**src/rtl/aes_spi_pkg.sv**
```systemverilog
// Shared types and constants for the framed AES SPI slave.
package aes_spi_pkg;

    typedef enum logic [2:0] {
        IDLE,
        RX_MSG,
        RX_KEY,
        WAIT_CORE,
        TX_READY,
        TX_OUT
    } state_t;

    localparam int BLK_W     = 128;
    localparam int KEY_W_MAX = 256;

    // Key length in bits for a key of nk 32-bit words.
    function automatic int key_bits(input int nk);
        return nk * 32;
    endfunction

endpackage

```
**src/rtl/spi_shift_reg.sv**
```systemverilog
// Bit-addressed capture register for one serial field. A serial index is
// mapped to a register bit (mirrored when MSB_FIRST); the same mapped index
// drives the read port, and the whole register can be parallel-loaded.
module spi_shift_reg #(
    parameter int W         = 128,
    parameter bit MSB_FIRST = 1'b0,
    parameter int IW        = $clog2(W)
) (
    input  logic          clk,
    input  logic          reset,
    input  logic          wr_en,
    input  logic [IW-1:0] idx,
    input  logic          din,
    input  logic          ld_en,
    input  logic [W-1:0]  ld_data,
    output logic [W-1:0]  q,
    output logic          dout
);

    logic [IW-1:0] pos;

    assign pos  = MSB_FIRST ? (IW'(W - 1) - idx) : idx;
    assign dout = q[pos];

    // Parallel load wins over a serial write; the two never coincide in use.
    always_ff @(posedge clk) begin
        if (reset)
            q <= '0;
        else if (ld_en)
            q <= ld_data;
        else if (wr_en)
            q[pos] <= din;
    end

endmodule

```
**src/rtl/aes_spi_frame_slave.sv**
```systemverilog
// Framed SPI front end for an external AES core: receives block + key,
// launches the core, then streams the 128-bit result back out on somi.
module aes_spi_frame_slave #(
    parameter int NK        = 4,
    parameter bit MSB_FIRST = 1'b0,
    parameter int BLK_W     = 128
) (
    input  logic                                clk,
    input  logic                                reset,
    input  logic                                cs_n,
    input  logic                                simo,
    input  logic                                mode,
    output logic                                somi,
    output logic                                core_start,
    output logic [BLK_W-1:0]                    core_msg,
    output logic [aes_spi_pkg::KEY_W_MAX-1:0]   core_key,
    output logic                                core_mode,
    input  logic                                core_done,
    input  logic [BLK_W-1:0]                    core_result,
    output logic                                busy,
    output logic                                frame_err
);

    import aes_spi_pkg::*;

    localparam int KW  = key_bits(NK);
    localparam int KIW = $clog2(KW);
    localparam int MIW = $clog2(BLK_W);

    if (!(NK == 4 || NK == 6 || NK == 8)) begin : g_bad_nk
        $error("aes_spi_frame_slave: NK must be 4, 6 or 8");
    end
    if (BLK_W != aes_spi_pkg::BLK_W) begin : g_bad_blk
        $error("aes_spi_frame_slave: BLK_W must be 128");
    end

    state_t          state;
    logic [8:0]      cnt;
    logic            msg_we;
    logic            key_we;
    logic            res_ld;
    logic            res_bit;
    logic [KW-1:0]   key_q;
    logic [BLK_W-1:0] res_q_unused;
    logic            msg_bit_unused;
    logic            key_bit_unused;

    // The first IDLE edge already carries message bit 0 (cnt is 0 in IDLE).
    assign msg_we = !cs_n && (state == IDLE || state == RX_MSG);
    assign key_we = !cs_n && (state == RX_KEY);
    // A done coinciding with our own start pulse belongs to no request of ours.
    assign res_ld = core_done && (state == WAIT_CORE) && !core_start;
    assign busy   = (state != IDLE);
    assign core_key = KEY_W_MAX'(key_q);

    spi_shift_reg #(.W(BLK_W), .MSB_FIRST(MSB_FIRST)) u_msg (
        .clk(clk), .reset(reset), .wr_en(msg_we), .idx(cnt[MIW-1:0]),
        .din(simo), .ld_en(1'b0), .ld_data('0), .q(core_msg), .dout(msg_bit_unused)
    );

    spi_shift_reg #(.W(KW), .MSB_FIRST(MSB_FIRST)) u_key (
        .clk(clk), .reset(reset), .wr_en(key_we), .idx(cnt[KIW-1:0]),
        .din(simo), .ld_en(1'b0), .ld_data('0), .q(key_q), .dout(key_bit_unused)
    );

    spi_shift_reg #(.W(BLK_W), .MSB_FIRST(MSB_FIRST)) u_res (
        .clk(clk), .reset(reset), .wr_en(1'b0), .idx(cnt[MIW-1:0]),
        .din(1'b0), .ld_en(res_ld), .ld_data(core_result), .q(res_q_unused), .dout(res_bit)
    );

    // Frame sequencer: every path back to IDLE clears cnt so the next frame
    // starts at bit 0.
    always_ff @(posedge clk) begin
        if (reset) begin
            state      <= IDLE;
            cnt        <= '0;
            somi       <= 1'b0;
            core_start <= 1'b0;
            core_mode  <= 1'b0;
            frame_err  <= 1'b0;
        end else begin
            core_start <= 1'b0;
            frame_err  <= 1'b0;
            case (state)
                IDLE: if (!cs_n) begin
                    core_mode <= mode;
                    cnt       <= 9'd1;
                    state     <= RX_MSG;
                end
                RX_MSG: if (cs_n) begin
                    frame_err <= 1'b1;
                    cnt       <= '0;
                    state     <= IDLE;
                end else if (cnt == 9'(BLK_W - 1)) begin
                    cnt   <= '0;
                    state <= RX_KEY;
                end else begin
                    cnt <= cnt + 9'd1;
                end
                RX_KEY: if (cs_n) begin
                    frame_err <= 1'b1;
                    cnt       <= '0;
                    state     <= IDLE;
                end else if (cnt == 9'(KW - 1)) begin
                    core_start <= 1'b1;
                    cnt        <= '0;
                    state      <= WAIT_CORE;
                end else begin
                    cnt <= cnt + 9'd1;
                end
                WAIT_CORE: if (res_ld) state <= TX_READY;
                TX_READY: if (!cs_n) begin
                    somi  <= res_bit;
                    cnt   <= 9'd1;
                    state <= TX_OUT;
                end
                TX_OUT: if (cs_n || cnt == 9'(BLK_W)) begin
                    frame_err <= cs_n;
                    somi      <= 1'b0;
                    cnt       <= '0;
                    state     <= IDLE;
                end else begin
                    somi <= res_bit;
                    cnt  <= cnt + 9'd1;
                end
                default: begin
                    somi  <= 1'b0;
                    cnt   <= '0;
                    state <= IDLE;
                end
            endcase
        end
    end

endmodule

```
**config.mk**
```make
export PLATFORM = sky130hd
export DESIGN_NAME = aes_spi_frame_slave
export DESIGN_NICKNAME = d
export VERILOG_FILES = /design/src/rtl/aes_spi_pkg.sv /design/src/rtl/spi_shift_reg.sv /design/src/rtl/aes_spi_frame_slave.sv
export SDC_FILE = /design/constraint.sdc
export NUM_CORES = 1
export LEC_CHECK = 0
export ABC_AREA = 1
export BUFFER_PORTS_ARGS = -buffer_cell sky130_fd_sc_hd__buf_4
export CAP_MARGIN = 5
export CELL_PAD_IN_SITES_DETAIL_PLACEMENT = 0
export CELL_PAD_IN_SITES_GLOBAL_PLACEMENT = 2
export CORE_UTILIZATION = 29
export CTS_CLUSTER_SIZE = 14
export DETAILED_ROUTE_END_ITERATION = 12
export MAX_ROUTING_LAYER = met4
export PLACE_DENSITY = 0.92
export SKIP_CTS_REPAIR_TIMING = 1
export SLEW_MARGIN = 15
export SYNTH_ARGS = -nofsm -noshare
export SYNTH_HDL_FRONTEND = slang
export SYNTH_SLANG_ARGS = --single-unit
```
**constraint.sdc**
```tcl
create_clock -name clk -period 2 [get_ports clk]
set_clock_uncertainty 0.1 [all_clocks]
set_input_delay 0.4 -clock clk [delete_from_list [all_inputs] [get_ports clk]]
set_output_delay 0.4 -clock clk [all_outputs]
set_load 0.02 [all_outputs]
```
; ---- Yosys cells after proc, flatten, opt, wreduce, memory -nomap -nowiden
; Index checks and enable logic that the tools add are counted.
[op_classes]
n_mux = 27
n_lt_le_gt_ge = 2
bitwise_logic = 4
add_sub_neg = 1
n_reduce_logical = 19
n_eq_ne = 14
[op_table]
columns = operator, count
row1 = $bwmux 128, 2
row2 = $mux 9, 4
row3 = $pmux 9 s4, 1
row4 = $mux 3, 8
row5 = $pmux 3 s6, 1
row6 = $ne 2x2->1 const B, 5
row7 = $add 9x1->9 const B, 1
row8 = $eq 9x7->1 const B, 1
row9 = $eq 9x8->1 const B, 1
row10 = $lt 7x8->1 const B, 1
row11 = $bmux 1 s7, 1
row12 = $demux 1 s7, 1
row13 = $ge 7x1->1 const B, 1
row14 = $mux 1, 7
row15 = $eq 3x2->1 const B, 2
row16 = $eq 3x3->1 const B, 2
row17 = $ne 3x2->1 const B, 2
row18 = $reduce_and 2->1, 3
row19 = $reduce_and 6->1, 1
row20 = $logic_and 1x1->1, 5
row21 = $not 1->1, 4
row22 = $reduce_or 2->1, 2
row23 = $reduce_or 4->1, 1
row24 = $eq 3x1->1 const B, 1
row25 = other kinds (7), 9
[word_totals]
in_bits = 134
register_bits = 400

; ---- Logic depth before layout (Yosys ltp)
; Gate-level depths: netlist (run 1).
[logic_depth]
ltp_word = 5
mapped_depth = 14
mapped_depth_nobuf = 12

; ---- Hierarchy
; From an unflattened synthesis (run 1), not the netlist that was laid out.
[hier_totals]
hier_cells = 4391
hier_area_um2 = 26376.5
[modules_own_cells]
columns = mod, cells_per_inst, seq_area_each_um2, n_inst, area_each_um2
row1 = spi_shift_reg at u_key ..., 1373, 2562.5, 2, 8196.6
row2 = spi_shift_reg at u_res, 1375, 2562.5, 1, 8111.5
row3 = aes_spi_frame_slave, 270, 320.3, 1, 1871.8

; ---- Worst setup path before layout (run 1)
; OpenSTA, ideal clock, no wires.
[synth_path]
path_type = register -> register
startpoint = reg cnt[0]
endpoint = reg cnt[1]
stages_incl_launch_ff = 11
period_less_slack_ns = 1.862
setup_time_ns = 0.117
required_time_ns = 1.783
path_slack_ns = 0.138
arrival_time_ns = 1.645
path_cell_list = dfxtp_1 inv_4 buf_2 ha_1 nand4_1 o21ai_1 nand2_1 nor2_2 inv_2 o2111ai_1 inv_1
[synth_via]
elab_chain_cells = 4
elab_cells_between_ends = 8
cone_classes = add/sub (1) / eq/ne (2) / mux (4) / reduce/logical (1)
[synth_rtl]
columns = element, line_no
row1 = start: declaration, aes_spi_frame_slave.sv:38  ; logic [8:0] cnt;
row2 = start signal: assignment, aes_spi_frame_slave.sv:98  ; cnt <= cnt + 9'd1;
row3 = start signal: assignment, aes_spi_frame_slave.sv:109  ; cnt <= cnt + 9'd1;
row4 = start signal: assignment, aes_spi_frame_slave.sv:124  ; cnt <= cnt + 9'd1;
row5 = $add 9x1->9 (tied with other cells), "aes_spi_frame_slave.sv:98, aes_spi_frame_slave.sv:109, aes_spi_frame_slave.sv:124"
row6 = $mux 9 / $logic_or 1x1->1 (equally long branches), "aes_spi_frame_slave.sv:94, aes_spi_frame_slave.sv:104, aes_spi_frame_slave.sv:117"
row7 = $mux 9 (on tied branches), "aes_spi_frame_slave.sv:100, aes_spi_frame_slave.sv:117"
row8 = $pmux 9 s4 (*), aes_spi_frame_slave.sv:84  ; case (state)
; Mark *: on every way between the ends. The rest lies on a longest branch, timed or not.
; A chain may end at the register's enable or synchronous reset.

; ---- Worst setup path after layout (run 1)
; Same ends and word-level chain as after synthesis.

==> flow_metrics.tcl, run 1 <==
set metrics [dict create \
    hold-worst-slack_ps -8.51 \
    wl_um 69200 \
    fp.coreArea_um2 63100 \
    arrival_ps 2330 \
    clk_pin_slew_ps 60 \
    syn_inst 2526 \
    num_vias 18300 \
    fill_cells 6631 \
    ios 523 \
    met1_usage_pct 25.6 \
    seqCellArea_um2 8030 \
    multi_input_area_um2 8340 \
    ys_seq_area_share_pct 43.2 \
    grt_max_degree 122 \
    dpl_cell_area_um2 22300 \
    critPathMaxStageDelay_ps 430 \
    antenna_left 0 \
    min_period_over_period_pct 97.5 \
    setup.worst_path.class "reg2reg" \
    die_area_um2 65000 \
    relSlewSlack_pct 55.8 \
    vias_per_cell 4.82 \
    place_congestion 0.832 \
    overflow 0 \
    rsz0062_at_grt "true" \
    syn-cell-area_um2 18500 \
    maxSlewViolCount 0 \
    grt_first_pass_wirelength_um 100000 \
    path_max_fanout 14 \
    drc 0 \
    htreeDepth 2 \
    power.density_nw_per_um2 994 \
    holdPathStages 3 \
    setup_ws_ps 49.8 \
    fmax_mhz 513 \
    die_w_um 255 \
    cp-end-kind "register" \
    use_met2_pct 33.2 \
    antennaDiodeCount 0 \
    hpwl_um 46700 \
    antenna_found_initial 0 \
    grt-busiest-layer "met2" \
    cts_num_sinks 400 \
    synthToLayoutAreaGrowth_pct 32.7 \
    die_h_um 255 \
    crit_path_top_delay_cell "dfxtp_4" \
    power_uw 24400 \
    nets 3049 \
    clk_path_buf_depth 3 \
    drtIter0Drc 1265 \
    rows 92 \
    avgRoutedWirePerCell_um 18.2 \
    start_util_pct 29.4 \
    r2r-start "cnt[0]$_SDFFE_PP0P_" \
    maxCapViolCount 0 \
    cts_tree "done" \
    whs_endpoint "core_mode$_SDFFE_PP0P_" \
    vdd_drop_max_mv 0.540 \
    layout_commonest_cell "buf_4" \
    critPathLaunchType "register" \
    grt.met3_usage_pct 4.11 \
    clockRootBuffer "clkbuf_16" \
    worst_pin_slew_ps 663 \
    io_buffers 394 \
    ys_seq_elements 400 \
    cts_inserted_buffers 46 \
    instances_no_fill 3795 \
    drt_pass1_iterations 6 \
    grt_pass1_vias 17000 \
    violations "negative hold slack" \
    hp-class "in2reg" \
    post-route-min-period_ps 1950 \
    worstHoldStart "mode" \
    reg2regPathDepth 11 \
    setup_violations 0 \
    required_ps 2380 \
    final_area_um2 24600 \
    syn_avg_cell_area_um2 7.34 \
    pre_cts_ws_ps -315 \
    layout_common_cells "466 x buf_4, 394 x dfxtp_1, 383 x nand2_1" \
    path_cells "buf_12 > ha_2 > nand3_2 > nor2_2 > nand3_2 > nand2_2 > nand2_2 > nor2_4 > inv_2 > o2111ai_1 > inv_1" \
    grtUsageTotal_pct 20.6 \
    place_inst 3677 \
    ys_types 39 \
    synth_warnings 0 \
    insertion_delay_ps 590 \
    r2r_end "cnt[1]$_SDFFE_PP0P_" \
    final_hold_viol_count 4 \
    leakagePower_uw 0.00961 \
    status "finished, violations left" \
    r2r_setup_slack_ps 50 \
    drive_gt1_share_pct 24.7 \
]
cell type report:
| type | count | share of cell area (%) |
|---|---|---|
| inverter | 256 | 4.06 |
| clock inverter | 25 | 1.14 |
| tap | 846 | 4.30 |
| clock buffer | 59 | 5.20 |
| multi-input combinational | 1679 | 33.9 |
| sequential | 400 | 32.6 |
| timing repair buffer | 530 | 18.8 |
per-stage QoR:
| step | hold slack (ps) | util, % | setup TNS, ps |
|---|---|---|---|
| after global placement | 335 | 35.4 | -11310 |
| after global routing | 1.05 | 39.0 | -341 |
| final | -8.51 | 39.0 | 0 |
| after CTS | -81.1 | 37.9 | -26880 |
| after detailed placement | 338 | 35.4 | -20800 |
| after floorplan | 329 | - | 0 |
how the worst max path moves through the flow:
stage          slack, ps  cells past startpoint                  endpoint                start
2_1_floorplan        140                     10       cnt[1]$_SDFFE_PP0P_  cnt[0]$_SDFFE_PP0P_
3_3_place_gp        -220                      8   u_msg.q[9]$_SDFFE_PP0P_  cnt[1]$_SDFFE_PP0P_
3_5_place_dp        -310                      8  u_msg.q[97]$_SDFFE_PP0P_  cnt[1]$_SDFFE_PP0P_
4_1_cts             -360                      8  u_msg.q[97]$_SDFFE_PP0P_  cnt[1]$_SDFFE_PP0P_
5_1_grt              -50                     11       cnt[1]$_SDFFE_PP0P_  cnt[0]$_SDFFE_PP0P_
6_report              50                     11       cnt[1]$_SDFFE_PP0P_  cnt[0]$_SDFFE_PP0P_
cells in the mapped netlist, drive strengths merged:
| master | n | area share [%] |
|---|---|---|
| o21ai | 222 | 6.0 |
| nand3 | 243 | 6.6 |
| nor2 | 120 | 3.8 |
| o211ai | 7 | 0.28 |
| nand4 | 4 | 0.13 |
| a32oi | 1 | 0.047 |
| xor2 | 3 | 0.14 |
| a31oi | 77 | 2.6 |
| nand2 | 394 | 8.1 |
| dfxtp | 400 | 43 |
| o2111ai | 2 | 0.13 |
| clkbuf | 109 | 2.2 |
| a211oi | 3 | 0.12 |
| nor4 | 78 | 2.6 |
| nor3 | 81 | 2.2 |
| inv | 254 | 5.2 |
| buf | 210 | 7.9 |
| conb | 1 | 0.020 |
| o211a | 1 | 0.054 |
| a21oi | 311 | 8.4 |
| clkinv | 2 | 0.054 |
| o31ai | 1 | 0.041 |
| ha | 2 | 0.13 |
cell families after synthesis:
| family | Yosys count | synth area share (%) |
|---|---|---|
| AOI/OAI and AO/OA | 625 | 17.7 |
| xor gates and xnor gates | 3 | 0.142 |
| adders and majority gates | 2 | 0.135 |
| buffers and inverters | 575 | 15.4 |
| DFF | 400 | 43.2 |
| other | 1 | 0.0202 |
| and+or+nand+nor | 920 | 23.4 |
registers in the layout, summed over array words and instances, names as in the netlist, 3 cells and up:
signal / flops
cnt: 9
state: 3
u_key.q: 128
u_msg.q: 128
u_res.q: 128
layer usage:
metal	routed length [µm]	vias to the layer above
met3	4730	126
met5	0	-
met2	33000	637
li1	-	8993
met4	2280	0
met1	29100	8551
power by group:
group / switching, µW / leakage (µW) / internal [µW] / total [µW]
registers: 192 / 0.00323 / 8330 / 8520
clock network: 3590 / 0.000773 / 5190 / 8770
logic: 4700 / 0.00560 / 2450 / 7150
critical path, delay by kind of cell, from the launching register on:
kind / cells / cell delay, ps
adders and majority gates: 1 / 190
and+or+nand+nor: 6 / 750
DFF: 1 / 430
AOI/OAI and AO/OA: 1 / 70
buffers and inverters: 3 / 290
(Power assumes the default switching activity.)
==> inputs of run 2 (changes only) <==
Settings changed: PLACE_DENSITY 0.92 to 0.89, SYNTH_HIERARCHICAL set to 1.
==> flow_metrics.tcl, run 2 <==
set metrics [dict create \
    status "finished, violations left" \
    violations "negative hold slack, max-slew violations, negative setup slack" \
    top_regs "u_key/q: 128 flops, u_msg/q: 128 flops, u_res/q: 128 flops" \
    num_vias 26000 \
    setup_ws_ps -203 \
    clk_path_buf_depth 3 \
    use_met2_pct 36.6 \
    start_util_pct 29.5 \
    avgRoutedWirePerCell_um 18.0 \
    grt-busiest-layer "met2" \
    combPwrFrac_pct 20.5 \
    syn_inst 3633 \
    fp.coreArea_um2 79400 \
    power_frac_seq_pct 38.8 \
    die_area_um2 81800 \
    maxSlewViolCount 44 \
    setup_violations 145 \
    grt_pass1_vias 23500 \
    clockRootBuffer "clkbuf_16" \
    insertion_delay_ps 610 \
    hold-worst-slack_ps -15.2 \
    ios 523 \
    fill_cells 8362 \
    critPathLaunchType "register" \
    power.density_nw_per_um2 659 \
    path_max_fanout 7 \
    wl_um 99600 \
    required_ps 2390 \
    setup.worst_path.class "reg2reg" \
    clockPowerShare_pct 40.6 \
    cts_tree "done" \
    drc 0 \
    cp-end-kind "register" \
    layout_common_cells "1,120 x nand2_1, 571 x buf_4, 391 x dfxtp_1" \
    place_congestion 0.889 \
    leakagePower_uw 0.0151 \
    drt_pass1_iterations 5 \
    rows 103 \
    grt_max_degree 180 \
    intPower_uw 15200 \
    drtIter0Drc 1847 \
    vias_per_cell 4.72 \
    synth_warnings 6 \
    htreeDepth 2 \
    instances_no_fill 5522 \
    grt.met3_usage_pct 3.53 \
    met1_usage_pct 30.2 \
    place_inst 5328 \
    clk_pin_slew_ps 60 \
    setup_tns_ps -12900 \
    synthToLayoutAreaGrowth_pct 43.6 \
    final_area_um2 33600 \
    die_h_um 286 \
    die_w_um 286 \
    cts_inserted_buffers 52 \
    fmax_mhz 454 \
    layout_commonest_cell "nand2_1" \
    nets 4571 \
    hp-class "in2reg" \
    dpl_cell_area_um2 29200 \
    power_uw 22100 \
    swShare_pct 31.5 \
    worst_pin_slew_ps 2070 \
    cts_num_sinks 400 \
    relSlewSlack_pct -38.4 \
    antenna_left 0 \
    rsz0062_at_grt "true" \
    arrival_ps 2600 \
    syn-cell-area_um2 23400 \
    overflow 0 \
    io_buffers 394 \
    grtUsageTotal_pct 23.3 \
    syn_avg_cell_area_um2 6.44 \
    min_period_over_period_pct 110 \
    vdd_drop_max_mv 0.619 \
    final_hold_viol_count 6 \
    maxCapViolCount 0 \
    drive_gt1_share_pct 24.7 \
    hpwl_um 66600 \
    p_sw_uw 6970 \
    post-route-min-period_ps 2200 \
    antenna_found_initial 2 \
    grt_first_pass_wirelength_um 144000 \
]
run 2: final cells by class:
class                      instances  area [µm²]  share of cell area, %
clock inverter                    10        88.8                  0.265
antenna                            3        7.51                 0.0224
timing repair buffer             717        6570                   19.6
tap                             1050        1310                   3.91
sequential                       400        8030                   23.9
inverter                         417        1660                   4.94
multi-input combinational       2847       14400                   43.0
clock buffer                      78        1490                   4.43
run 2: worst max-delay path, cell delays in order, from the launching register on:
cell and delay (ps):
dfxtp_4 390, ha_4 160, nand2_4 60, nor2_4 110, nand3_2 80, nand2_2 90
nand2_4 50, inv_4 60, nand2_4 50, nor2_4 130, buf_6 120, buf_12 150
buf_8 130, buf_6 120, nor3_4 40, a221oi_2 170, nor2_1 60
run 2: final timing paths:
check                                         startpoint  cells past startpoint  slack (ps)                         to
worst max-delay path                 cnt[0]$_SDFFE_PP0P_                     16        -200   u_res/q[54]$_SDFFE_PP0P_
worst min-delay path                    core_result[118]                      3         -20  u_res/q[118]$_SDFFE_PP0P_
worst max register to register       cnt[0]$_SDFFE_PP0P_                     16        -200   u_res/q[54]$_SDFFE_PP0P_
worst min register to register  u_key/q[46]$_SDFFE_PP0P_                      2         380   u_key/q[46]$_SDFFE_PP0P_
run 2: power by group through the flow:
stage | logic (µW) | clock network [µW] | registers [µW]
6_report | 4550 | 8990 | 8590
5_1_grt | 4900 | 9540 | 8620
3_3_place_gp | 3840 | 0 | 8760
3_5_place_dp | 3840 | 0 | 8760
4_1_cts | 3850 | 9230 | 8590
2_1_floorplan | 2310 | 0 | 9000
run 2: per-stage QoR:
stage,setup slack (ps),utilization (%)
final,-203,42.3
after global routing,-295,42.3
after CTS,-270,38.8
after detailed placement,-245,36.8
after global placement,-291,36.8
after floorplan,-79.7,-
run 2: per-layer routing:
layer / routed length [µm] / part of all wire, %
met1: 43900 / 44
met2: 45900 / 46
met3: 6400 / 6.4
met4: 3440 / 3.4
met5: 0 / 0
